### src/rtl/backtrack_ctrl.sv
// Backtracking controller for a DPLL-style solver.
// Pushes decisions and forced assignments onto an external trace table and
// tracks the decision level. On a conflict it pops entries until it reaches a
// decision, then pushes that decision back flipped as a forced assignment.
module backtrack_ctrl #(
  parameter int VAR_W = 9,
  parameter int LVL_W = 8
) (
  input  logic             clk,
  input  logic             reset,
  input  logic             dec_req,
  input  logic             imp_req,
  input  logic [VAR_W-1:0] req_var,
  input  logic             req_val,
  input  logic             conflict,
  output logic             ready,
  output logic             tt_push,
  output logic             tt_pop,
  output logic             tt_type,
  output logic             tt_val,
  output logic [VAR_W-1:0] tt_var,
  input  logic             tt_done,
  input  logic             tt_empty,
  input  logic             tt_type_out,
  input  logic             tt_val_out,
  input  logic [VAR_W-1:0] tt_var_out,
  output logic             unassign_vld,
  output logic [VAR_W-1:0] unassign_var,
  output logic             assign_vld,
  output logic [VAR_W-1:0] assign_var,
  output logic             assign_val,
  output logic [LVL_W-1:0] level,
  output logic             bt_done,
  output logic             unsat,
  output logic             ovf
);

  localparam logic [2:0] S_IDLE      = 3'd0;
  localparam logic [2:0] S_PUSH_WAIT = 3'd1;
  localparam logic [2:0] S_POP_CHK   = 3'd2;
  localparam logic [2:0] S_POP_WAIT  = 3'd3;
  localparam logic [2:0] S_FLIP_WAIT = 3'd4;
  localparam logic [2:0] S_UNSAT     = 3'd5;

  localparam logic [LVL_W-1:0] LVL_MAX = {LVL_W{1'b1}};
  localparam logic [LVL_W-1:0] LVL_ONE = LVL_W'(1);

  // Control state (reset)
  logic [2:0]       state_q, state_d;
  logic [LVL_W-1:0] level_q, level_d;
  logic             unsat_q, unsat_d;
  logic             ovf_q, ovf_d;
  logic             tt_push_q, tt_push_d;
  logic             tt_pop_q, tt_pop_d;
  logic             unassign_vld_q, unassign_vld_d;
  logic             assign_vld_q, assign_vld_d;
  logic             bt_done_q, bt_done_d;

  // Data registers (qualified by the pulses above, no reset needed)
  logic             tt_type_q, tt_type_d;
  logic             tt_val_q, tt_val_d;
  logic [VAR_W-1:0] tt_var_q, tt_var_d;
  logic [VAR_W-1:0] unassign_var_q, unassign_var_d;
  logic [VAR_W-1:0] assign_var_q, assign_var_d;
  logic             assign_val_q, assign_val_d;

  // Next-state and command decode; all commands are registered single-cycle pulses
  always_comb begin
    state_d        = state_q;
    level_d        = level_q;
    unsat_d        = unsat_q;
    ovf_d          = ovf_q;
    tt_push_d      = 1'b0;
    tt_pop_d       = 1'b0;
    unassign_vld_d = 1'b0;
    assign_vld_d   = 1'b0;
    bt_done_d      = 1'b0;
    tt_type_d      = tt_type_q;
    tt_val_d       = tt_val_q;
    tt_var_d       = tt_var_q;
    unassign_var_d = unassign_var_q;
    assign_var_d   = assign_var_q;
    assign_val_d   = assign_val_q;

    case (state_q)
      S_IDLE: begin
        if (conflict) begin
          state_d = S_POP_CHK;
        end else if (imp_req || dec_req) begin
          // imp_req wins over dec_req; push data is held until tt_done
          tt_push_d = 1'b1;
          tt_type_d = imp_req;
          tt_val_d  = req_val;
          tt_var_d  = req_var;
          state_d   = S_PUSH_WAIT;
          if (!imp_req && (level_q == LVL_MAX)) ovf_d = 1'b1;
        end
      end
      S_PUSH_WAIT: begin
        if (tt_done) begin
          // A saturated level stays put; ovf was flagged at acceptance
          if (!tt_type_q && (level_q != LVL_MAX)) level_d = level_q + LVL_ONE;
          state_d = S_IDLE;
        end
      end
      S_POP_CHK: begin
        if (tt_empty) begin
          unsat_d = 1'b1;
          state_d = S_UNSAT;
        end else begin
          tt_pop_d = 1'b1;
          state_d  = S_POP_WAIT;
        end
      end
      S_POP_WAIT: begin
        if (tt_done) begin
          unassign_vld_d = 1'b1;
          unassign_var_d = tt_var_out;
          if (tt_type_out) begin
            state_d = S_POP_CHK;
          end else begin
            // Most recent decision: re-assert it flipped, now as a forced entry
            tt_push_d    = 1'b1;
            tt_type_d    = 1'b1;
            tt_val_d     = !tt_val_out;
            tt_var_d     = tt_var_out;
            assign_vld_d = 1'b1;
            assign_var_d = tt_var_out;
            assign_val_d = !tt_val_out;
            if (level_q != '0) level_d = level_q - LVL_ONE;
            state_d      = S_FLIP_WAIT;
          end
        end
      end
      S_FLIP_WAIT: begin
        if (tt_done) begin
          bt_done_d = 1'b1;
          state_d   = S_IDLE;
        end
      end
      S_UNSAT: begin
        state_d = S_UNSAT;
      end
      default: begin
        state_d = S_IDLE;
      end
    endcase
  end

  // Control registers with synchronous reset
  always_ff @(posedge clk) begin
    if (reset) begin
      state_q        <= S_IDLE;
      level_q        <= '0;
      unsat_q        <= 1'b0;
      ovf_q          <= 1'b0;
      tt_push_q      <= 1'b0;
      tt_pop_q       <= 1'b0;
      unassign_vld_q <= 1'b0;
      assign_vld_q   <= 1'b0;
      bt_done_q      <= 1'b0;
    end else begin
      state_q        <= state_d;
      level_q        <= level_d;
      unsat_q        <= unsat_d;
      ovf_q          <= ovf_d;
      tt_push_q      <= tt_push_d;
      tt_pop_q       <= tt_pop_d;
      unassign_vld_q <= unassign_vld_d;
      assign_vld_q   <= assign_vld_d;
      bt_done_q      <= bt_done_d;
    end
  end

  // Data registers
  always_ff @(posedge clk) begin
    tt_type_q      <= tt_type_d;
    tt_val_q       <= tt_val_d;
    tt_var_q       <= tt_var_d;
    unassign_var_q <= unassign_var_d;
    assign_var_q   <= assign_var_d;
    assign_val_q   <= assign_val_d;
  end

  assign ready        = (state_q == S_IDLE);
  assign tt_push      = tt_push_q;
  assign tt_pop       = tt_pop_q;
  assign tt_type      = tt_type_q;
  assign tt_val       = tt_val_q;
  assign tt_var       = tt_var_q;
  assign unassign_vld = unassign_vld_q;
  assign unassign_var = unassign_var_q;
  assign assign_vld   = assign_vld_q;
  assign assign_var   = assign_var_q;
  assign assign_val   = assign_val_q;
  assign level        = level_q;
  assign bt_done      = bt_done_q;
  assign unsat        = unsat_q;
  assign ovf          = ovf_q;

endmodule

### config.mk
export PLATFORM = sky130hd
export DESIGN_NAME = backtrack_ctrl
export DESIGN_NICKNAME = d
export VERILOG_FILES = /design/src/rtl/backtrack_ctrl.sv
export SDC_FILE = /design/constraint.sdc
export NUM_CORES = 1
export LEC_CHECK = 0
export ABC_AREA = 1
export CORE_MARGIN = 1
export CORE_UTILIZATION = 45
export CTS_CLUSTER_SIZE = 12
export DETAILED_ROUTE_END_ITERATION = 8
export GPL_TIMING_DRIVEN = 1
export PLACE_DENSITY = 0.79
export RECOVER_POWER = 100
export SETUP_SLACK_MARGIN = 0.02
export SYNTH_ARGS = -nofsm -noshare
export SYNTH_HDL_FRONTEND = slang
export SYNTH_SLANG_ARGS = --single-unit
### constraint.sdc
create_clock -name clk -period 2.5 [get_ports clk]
set_clock_uncertainty 0.1 [all_clocks]
set_input_delay 0.375 -clock clk [delete_from_list [all_inputs] [get_ports clk]]
set_output_delay 0.375 -clock clk [all_outputs]
set_load 0.01 [all_outputs]
# After elaboration in Yosys (flattened, before gate mapping)
# Index checks and enable logic that the tools add are counted.
[word_totals]
regBits = 48
in_bits = 28
out_inout_bits = 46
elab_cells = 94
[op_classes]
addsub = 2
n_eq_ne = 16
n_mux = 35
bitwise = 5
reduce_logical = 21
[ops]
columns = ["operator", "n"]
rows = [
  ["$mux 8", 5],
  ["$mux 9", 4],
  ["$mux 3", 6],
  ["$pmux 9 s2", 1],
  ["$pmux 8 s2", 1],
  ["$pmux 3 s5", 1],
  ["$mux 1", 14],
  ["$ne 2x2->1 const B", 6],
  ["$add 8x1->8 const B", 1],
  ["$eq 8x8->1 const B", 1],
  ["$ne 8x8->1 const B", 1],
  ["$reduce_bool 8->1", 1],
  ["$reduce_or 2->1", 4],
  ["$sub 8x1->8 const B", 1],
  ["$eq 3x2->1 const B", 2],
  ["$eq 3x3->1 const B", 2],
  ["$pmux 1 s2", 3],
  ["$reduce_and 3->1", 2],
  ["$reduce_and 6->1", 1],
  ["$not 1->1", 5],
  ["$reduce_and 5->1", 1],
  ["$ne 2x1->1 const B", 2],
  ["$reduce_and 2->1", 2],
  ["$reduce_and 4->1", 1],
  ["7 further kinds", 11],
]

# Longest topological paths before layout
[depth]
ltp_word = 5
depth_mapped = 15
mapped_depth_nobuf = 15

# Worst setup path after synthesis
# OpenSTA, ideal clock, no wires.
[synth_path]
path_kind = "reg2reg"
from = "reg state_q[2]"
to = "reg tt_type_q (netlist: tt_type), enable pin"
setup_time_ns = 0.339
arrival_ns = 1.847
required_ns = 2.061
slack_ns = 0.214
path_stages_with_launch = 9
n_path_buf = 1
period_less_slack_ns = 2.286
cell_sequence = "dfxtp_1 inv_4 nand3_4 buf_6 nor2_4 inv_2 nor2_1 nor2_1 inv_1"
[synth_between]
elab_chain_len = 3
elab_cells_between_ends = 8
classes_between = "eq/ne (5); reduce/logical (3)"
[synth_rtl]
columns = ["item", "line", "source"]
rows = [
  ["start, declared", "49", "logic [2:0] state_q, state_d;"],
  ["start signal, assigned", "163", "state_q <= state_d;"],
  ["$eq 3x2->1 or $logic_not 3->1 (tied branches)", "85", "case (state_q)"],
  ["$ne 2x2->1 (no line) (tied with other cells)", "n/a", ""],
  ["$reduce_and 5->1 (no line) (*)", "n/a", ""],
  ["end signal, assigned", "177", "tt_type_q <= tt_type_d;"],
  ["end, declared", "60", "logic tt_type_q, tt_type_d;"],
]
# Mark *: on every way between the ends. The rest lies on a longest branch, timed or not.
# A chain may end at the register's enable or synchronous reset.

# Final worst setup path
[layout_path]
from = "reg state_q[0]"
to = "out ready"
[layout_between]
elab_chain_len = 1
[layout_rtl]
columns = ["item", "line", "source"]
rows = [
  ["$logic_not 3->1", "185", "assign ready = (state_q == S_IDLE);"],
  ["end, declared", "16", "output logic ready,"],
]
# Every way passes these cells.

==> impl_metrics.json <==
{
  "outcome": "finished, final reports clean",
  "hold_violations": 0,
  "syn_to_final_growth_pct": 40.5,
  "r2r-start": "state_q[1]$_SDFFE_PP0P_",
  "grt_antenna_before_repair": 0,
  "grt_pass1_wl_um": 8330,
  "dieArea_mm2": 0.00518,
  "clk_latency_ns": 0.30,
  "clock_path_buffers": 2,
  "nets": 360,
  "start_util": 0.467,
  "vias": 1933,
  "core_mm2": 0.00472,
  "max_slew_margin": 0.626,
  "rows": 25,
  "p_per_area_mw_per_mm2": 779,
  "synth_top_family_by_area": "simple AND/OR/NAND/NOR gates",
  "drive_gt1_frac": 0.0665,
  "synth.mux.area_fraction": 0,
  "final_common_cell": "nand2_1",
  "io-pin-count": 74,
  "firstDrtPassIters": 4,
  "ys.flop_type": "edfxtp_1",
  "grt_pass1_vias": 1791,
  "timing.setup.critical_path_class": "reg -> out",
  "post_cts_buffers": 0,
  "path_cells": "nor2_1 -> nand2_1 -> inv_1 -> dlygate4sd3_1",
  "holdWs_ns": 0.356,
  "hpwl_um": 3840,
  "slew_violations": 0,
  "cp-startpoint": "state_q[0]$_SDFFE_PP0P_",
  "crit_path_start_kind": "register",
  "overflow": 0,
  "wl_per_cell_um": 13.0,
  "via_per_inst": 4.86,
  "htreeDepth": 2,
  "ir_worst_vdd_v": 0.000455,
  "numCtsBuffers": 5,
  "ctsHoldBuffers": 0,
  "critPathMaxFanout": 11,
  "cts.sinks": 48,
  "syn_inst": 250,
  "crit_required_ns": 2.03,
  "die_h_um": 72.0,
  "grt_setup_unrepaired": "no",
  "yosys_warnings": 0,
  "synthSimpleGateAreaFrac": 0.264,
  "ant_nets": 0,
  "grt_max_degree": 18,
  "drcViolationCount": 0,
  "drtIter0Drc": 104,
  "totalWireLength_um": 5160,
  "synth_area_mm2": 0.00220,
  "crit_slowest_cell": "dfxtp_1",
  "cpPeakStageDelay_ns": 0.59,
  "fin_crit_ns": 2.24,
  "die_x_um": 72.0,
  "final_cell_mix": "nand2_1 (74), dlygate4sd3_1 (57), inv_1 (30), edfxtp_1 (30), nor2_1 (24)",
  "p_leak_nw": 1.33,
  "synth-async-reset-ratio": 0,
  "synth_compound_area_frac": 0.0670,
  "synth_seq_area_share": 0.572,
  "synth_xor_area_frac": 0.00795,
  "synth_edf_count": 30,
  "fmax_ghz": 0.446,
  "syn_avg_cell_area_um2": 8.82,
  "maxCapViolCount": 0,
  "cts_tree": "done",
  "end_kind": "output pin",
  "hp-start": "unsat$_SDFFE_PP0P_",
  "cts-resized-gates": 0,
  "grt_usage": 0.210,
  "antenna_cells": 0,
  "io_buffers": 73,
  "finalCritPeriodShare": 0.898,
  "setup_viol": 0,
  "root_buffer": "clkbuf_8",
  "syn_nets": 280,
  "min_path_type": "reg -> reg",
  "critPathArrivalTime_ns": 1.77,
  "cts.clk_slew.worst_paths_ns": 0.08,
  "worstMarginPinSlew_ns": 0.561,
  "ys_seq_elements": 48,
  "yosys.area_share.adder": 0.0114,
  "gp_congestion": 0.884,
  "synth.distinct_cells": 28,
  "setup_tns_ns": 0
}
flip-flops by register name, indices dropped and copies added, names as in the netlist, 3 cells and up:
| name | cells |
|---|---|
| assign_var | 9 |
| tt_var | 9 |
| unassign_var | 9 |
| level | 8 |
| state_q | 3 |
layout make-up:
cell class                 instances  area (um^2)
fill                             401         1630
timing repair buffer              79          766
inverter                          35          134
multi-input combinational        161          746
tap                               67         83.8
sequential                        48         1260
clock buffer                       6         72.6
clock inverter                     2         35.0
per-layer routing:
layer,vias to the layer above,global-route usage,share of wire
met5,-,0,0
met1,869,0.262,0.45
li1,974,-,-
met4,0,0.0828,0.023
met2,78,0.353,0.47
met3,12,0.0500,0.064
worst max-delay path, delay by kind of cell (launching register included):
family,cells,cell delay (ns)
flip-flops,1,0.59
buffers and inverters,2,0.64
AND/OR/NAND/NOR,2,0.23
per-stage QoR:
| stage | setup slack, ns | total power, mW | instance area [um^2] | util | instances |
|---|---|---|---|---|---|
| floorplan | 0.214 | 1.60 | 2200 | - | 250 |
| global placement | 0.452 | 1.94 | 3030 | 0.641 | 390 |
| detailed placement | 0.390 | 1.96 | 3030 | 0.641 | 390 |
| CTS | 0.366 | 2.50 | 3130 | 0.664 | 398 |
| global route | 0.121 | 2.58 | 3100 | 0.656 | 398 |
| finish | 0.255 | 2.41 | 3100 | 0.656 | 398 |
cells in the mapped netlist, types with 2 or more instances:
cell / number / area, um^2
inv_2: 4 / 15.0
ha_1: 2 / 25.0
a21oi_1: 11 / 55.1
nand3_1: 12 / 60.1
nand2_2: 3 / 18.8
clkbuf_1: 3 / 11.3
nand2_1: 73 / 274
or2_2: 3 / 18.8
nor2_4: 2 / 22.5
nor3_1: 4 / 20.0
xor2_1: 2 / 17.5
dfxtp_1: 18 / 360
o21ai_0: 12 / 60.1
edfxtp_1: 30 / 901
nand4_1: 7 / 43.8
buf_4: 2 / 15.0
nor2_1: 22 / 82.6
inv_1: 30 / 113
power by group:
group	switching, mW	internal [mW]	total [mW]
logic	0.456	0.332	0.789
clock network	0.248	0.296	0.544
registers	0.102	0.979	1.08
total	0.807	1.61	2.41
final timing paths:
path / endpoint / slack, ns / cells after the start
max: ready / 0.26 / 4
min: unsat$_SDFFE_PP0P_ / 0.36 / 2
max reg2reg: level[7]$_SDFFE_PP0P_ / 0.34 / 12
min reg2reg: unsat$_SDFFE_PP0P_ / 0.36 / 2
kinds of logic (layout without fill, tap and decap cells):
| kind of cell | Yosys count | after routing |
|---|---|---|
| compound gates | 27 | 27 |
| xor+xnor | 2 | 2 |
| buf+inv | 41 | 122 |
| flops | 48 | 48 |
| simple gates | 130 | 130 |
| fa+ha+maj | 2 | 2 |
Power figures use the tool's default switching activity.
